## src/rtl/dec_cntr.sv

```systemverilog
// Free-running modulo-MODULUS up-counter with a registered binary output.
// Wraps MODULUS-1 -> 0; any out-of-range value also recovers to 0 on the next edge.
module dec_cntr #(
    parameter int MODULUS = 1000,
    parameter int WIDTH   = 32
) (
    input  logic             clk,
    input  logic             rst,
    output logic [WIDTH-1:0] out
);

    localparam logic [WIDTH-1:0] LAST = WIDTH'(MODULUS - 1);
    localparam logic [WIDTH-1:0] ONE  = WIDTH'(1);

    generate
        if (MODULUS < 2) begin : g_bad_modulus
            $error("dec_cntr: MODULUS must be at least 2");
        end
        if (WIDTH < 32 && (longint'(1) << WIDTH) < longint'(MODULUS)) begin : g_bad_width
            $error("dec_cntr: WIDTH too narrow to hold MODULUS-1");
        end
    endgenerate

    // The declaration initialiser sets the power-on value, so the output is
    // 0 even before the first reset edge.
    logic [WIDTH-1:0] cnt = '0;

    // Compare with >= rather than == so a corrupted value cannot run on
    // past the top of the range.
    always_ff @(posedge clk) begin
        // NOTE: state registers use non-blocking assignment so every flop
        // samples its inputs from before the edge, independent of block order.
        if (rst) begin
            cnt <= '0;
        end else if (cnt >= LAST) begin
            cnt <= '0;
        end else begin
            cnt <= cnt + ONE;
        end
    end

    assign out = cnt;

endmodule

```

## config.mk

```make
export PLATFORM = sky130hd
export DESIGN_NAME = dec_cntr
export DESIGN_NICKNAME = d
export VERILOG_FILES = /design/src/rtl/dec_cntr.sv
export SDC_FILE = /design/constraint.sdc
export NUM_CORES = 1
export LEC_CHECK = 0
export CAP_MARGIN = 20
export CORE_AREA = 2 2 65 43
export DETAILED_ROUTE_END_ITERATION = 12
export DIE_AREA = 0 0 67 45
export HOLD_SLACK_MARGIN = 0.02
export PLACE_DENSITY = 0.73
export SYNTH_ARGS = -nofsm -noshare
export SYNTH_HDL_FRONTEND = slang
export SYNTH_SLANG_ARGS = --single-unit
```

## constraint.sdc

```tcl
create_clock -name clk -period 1.9 [get_ports clk]
set_input_delay 0.19 -clock clk [delete_from_list [all_inputs] [get_ports clk]]
set_output_delay 0.19 -clock clk [all_outputs]
set_load 0.05 [all_outputs]
```

Yosys cells after proc, flatten, opt, wreduce, memory -nomap -nowiden

Cells that the tools add are included.

Bits in registers: 32
Input bits: 2
Output and inout bits: 32
Logic and storage cells: 4

Add/sub/neg operators: 1
$lt $le $gt $ge: 1
Reduce and logical (&&, ||, !) cells: 1

Operators by type and width:

| kind                                                                                  | count |
|---|---|
| 32-bit by 1-bit adder with 32-bit output, second input constant                       | 1 |
| 32-bit by 10-bit greater-or-equal comparator with 1-bit output, second input constant | 1 |
| 2-bit OR reduction                                                                    | 1 |

Longest topological paths before layout

Gate-level depths: netlist (run 1).

Word-level depth: 2
Mapped depth: 4
Mapped depth without buffers: 4

Worst setup path after synthesis (run 1)

No wires, ideal clock.

Kind: register -> register
Start point: register cnt[0] (netlist: out[0])
End point: register cnt[6] (netlist: out[6])
Library setup time: 0.112 ns
Data arrival time: 1.785 ns
Required time: 1.788 ns
Path slack: 0.002 ns
Cell stages (with the launch flop): 5
Path buffers: 0
Clock period less this slack: 1.898 ns
Cells stage by stage: dfxtp_1 -> ha_1 -> nand4_1 -> or3_1 -> a2111oi_1

Cells in the longest elaborated chain, start to end: 2
Elaborated cells on any way between the ends: 3
Classes of those cells: add/sub: 1; order compare: 1; reduce/logical: 1

RTL lines:

| element                                                        | RTL line | text |
|---|---|---|
| from (decl)                                                    | 26       | `logic [WIDTH-1:0] cnt = '0;` |
| from (signal assigned)                                         | 38       | `cnt <= cnt + ONE;` |
| 32-bit by 10-bit greater-or-equal comparator with 1-bit output | 35       | `end else if (cnt >= LAST) begin` |
| 2-bit OR reduction (no line)                                   | -        |  |

Parallel ways exist; a longest one is shown, timed or not.
A chain may end at the register's enable or synchronous reset.

Worst setup path in the final report (run 1)

Start point: register cnt[2] (netlist: out[2])
End point: output port out[2]

RTL lines:

| element   | RTL line | text |
|---|---|---|
| to (decl) | 9        | `output logic [WIDTH-1:0] out` |

No word-level cell between the ends.

==> results.yml, run 1 <==
status:
  status: "completed"
drt:
  drc: 0
  avgRoutedWirePerCell_um: 11.9
  ant_nets: 0
  vias_per_cell: 4.45
  num_vias: 757
  drt-pass1-iter-count: 4
  routed_wirelength_um: 2020
  drt-initial-drc-count: 23
critical_path:
  crit_path_end_kind: "output port"
  crit_family: "buffers and inverters"
  reg2reg_depth: 4
  path_class: "reg2out"
  path_buf_inv: 1
  cp.depth: 1
  cp.arrival_ns: 1.58
  r2r_start: "out[0]$_SDFF_PP0_"
  critPathMaxStageDelay_ns: 0.85
  reg2reg_to: "out[8]$_SDFF_PP0_"
  worstPathCellList: "clkdlybuf4s50_1"
  worstSetupStartpointType: "flop"
  slowest_stage: "clkdlybuf4s50_1"
  cp.required_ns: 1.71
  reg2reg_setup_slack_ns: 0.23
  cp_max_fo: 7
timing:
  setup_viol: 0
  rsz0062_at_grt: "no"
  hold_violations: 0
  tns_ns: 0
  maxSlewHeadroom: 0.542
  tightest_slew_ns: 0.685
  max_freq_ghz: 0.565
  layout_min_cycle_time_ns: 1.77
  finClkSkew_ns: 0.00324
  fin_crit_sh: 0.931
  slew_violations: 0
die:
  pin_count: 34
  die_height_um: 45
  die_area_um2: 3020
  die_x_um: 67
  core_um2: 2380
  row_count: 14
  initial_core_util: 0.407
cts:
  cts_hold_buf: 0
  htree_num_levels: 2
  clock_path_buffers: 2
  post_cts_buffers: 0
  clockRootBuffer: "clkbuf_8"
  cts_buffers: 5
  cts_sinks: 32
  cts_tree: "yes"
  clkTransAtPathRegs_ns: 0.06
  insertion_delay_ns: 0.27
  cts.repair.resized: 0
synthesis:
  yosys_warnings: 0
  synth_top_area_frac: 0.661
  syn_inst: 76
  seq_area_frac_synth: 0.661
  ys_types: 23
  syn_avg_cell_area_um2: 12.7
  netlist_area_um2: 968
  ys_top_cells_by_area: "dfxtp_1 (66%), nor4_1 (5.8%), a2111oi_1 (3.1%), a2111oi_4 (2.8%), o21ai_0 (2.1%)"
  yosys.area.top_type: "dfxtp_1"
  synth_seq_cells: 32
min_path:
  hold_path_end: "out[9]$_SDFF_PP0_"
  min-delay-start: "out[9]$_SDFF_PP0_"
  min_path_cells: 2
  hp-class: "reg2reg"
place:
  post-dp-hpwl_um: 1510
  placed_cells: 162
  gp_congestion: 0.716
  io_buffers: 33
layout:
  n_antenna_cell: 0
  post_layout_nonfiller_instances: 170
  final_common_cell: "clkdlybuf4s50_1"
  largest_reg_flops: 32
  finish.net_count: 140
  final_cell_mix: "clkdlybuf4s50_1 (33), dfxtp_1 (32), conb_1 (22)"
  post-route-util: 0.640
  area_growth_pct: 57.5
  layout-drive-gt1-share: 0.0870
global_routing:
  grt-ovfl-total: 0
  grt_pass1_vias: 739
  antenna_found_initial: 0
  busiest_layer: "met2"
  met1_usage: 0.188
  grt_use_met2: 0.250
  grt_start_max_net_pins: 11
  grtUsageMet3: 0.107
  grt.total_usage: 0.160
  grt_first_pass_wirelength_um: 3420
job:
  maxCapViolCount: 0
power:
  ir_worst_vdd_mv: 0.640
  power_density_nw_per_um2: 962
  power.leakage_uw: 0.000556
[synthesized netlist by cell type]
library cell,instances
a2111oi_1,3
a2111oi_4,1
a211oi_1,2
conb_1,1
dfxtp_1,32
ha_1,1
inv_1,1
nand2_1,3
nand3_1,3
nand3_2,1
nand4_1,2
nand4_2,1
nor3_1,1
nor3b_2,1
nor4_1,9
nor4b_1,1
o21ai_0,4
o31ai_1,1
or3_1,3
or4_1,1
or4_4,1
xnor2_1,1
xor2_1,2
[final cells by class]
type	instances	area (um2)
Clock inverter	2	35.0
Multi-Input combinational cell	64	403
Tap cell	32	40.0
Clock buffer	6	72.6
Fill cell	201	857
Inverter	1	3.75
Sequential cell	32	641
Timing Repair Buffer	33	330
[power breakdown]
| group | internal [uW] | leakage [uW] | switching (uW) |
|---|---|---|---|
| Combinational | 42.6 | 0.000234 | 103 |
| Clock | 388 | 0.0000552 | 223 |
| Sequential | 697 | 0.000266 | 13.1 |
[per-stage QoR]
stage          worst slack, ns  cell area, um2  power [uW]  hold WS [ns]
5_1_grt                 0.0528            1530        1530         0.539
3_5_place_dp             0.103            1420         869         0.504
6_report                 0.131            1530        1470         0.516
3_3_place_gp             0.242            1420         868         0.504
2_1_floorplan          0.00234            1050         816         0.502
4_1_cts                  0.113            1530        1490         0.514
[metal layers]
metal | up-vias | wire length [um]
li1 | 395 | -
met1 | 336 | 902
met2 | 24 | 933
met3 | 2 | 168
met4 | 0 | 15
met5 | - | 0
[worst max-delay path by stage]
stage	end	slack, ns	start
final	out[2]	0.13	out[2]$_SDFF_PP0_
after global routing	out[5]$_SDFF_PP0_	0.05	out[11]$_SDFF_PP0_
after CTS	out[2]	0.11	out[2]$_SDFF_PP0_
after detailed placement	out[5]$_SDFF_PP0_	0.10	rst
after global placement	out[5]$_SDFF_PP0_	0.24	rst
after floorplan	out[6]$_SDFF_PP0_	0.002	out[0]$_SDFF_PP0_
[cell families (layout without fill, tap and decap cells)]
| group | Yosys count | after routing | synth area share |
|---|---|---|---|
| flops | 32 | 32 | 0.661 |
| simple gates | 27 | 27 | 0.187 |
| compound gates | 11 | 11 | 0.103 |
| xor+xnor | 3 | 3 | 0.0271 |
| fa+ha+maj | 1 | 1 | 0.0129 |
| other cells | 1 | 22 | 0.00387 |
| buf+inv | 1 | 42 | 0.00387 |
Power figures use the tool's default switching activity.
==> inputs of run 2 (changes only) <==
Settings changed: SLEW_MARGIN from default to 20.
==> results of run 2 <==
Final layout, timing and power as in run 1 (identical DEF).
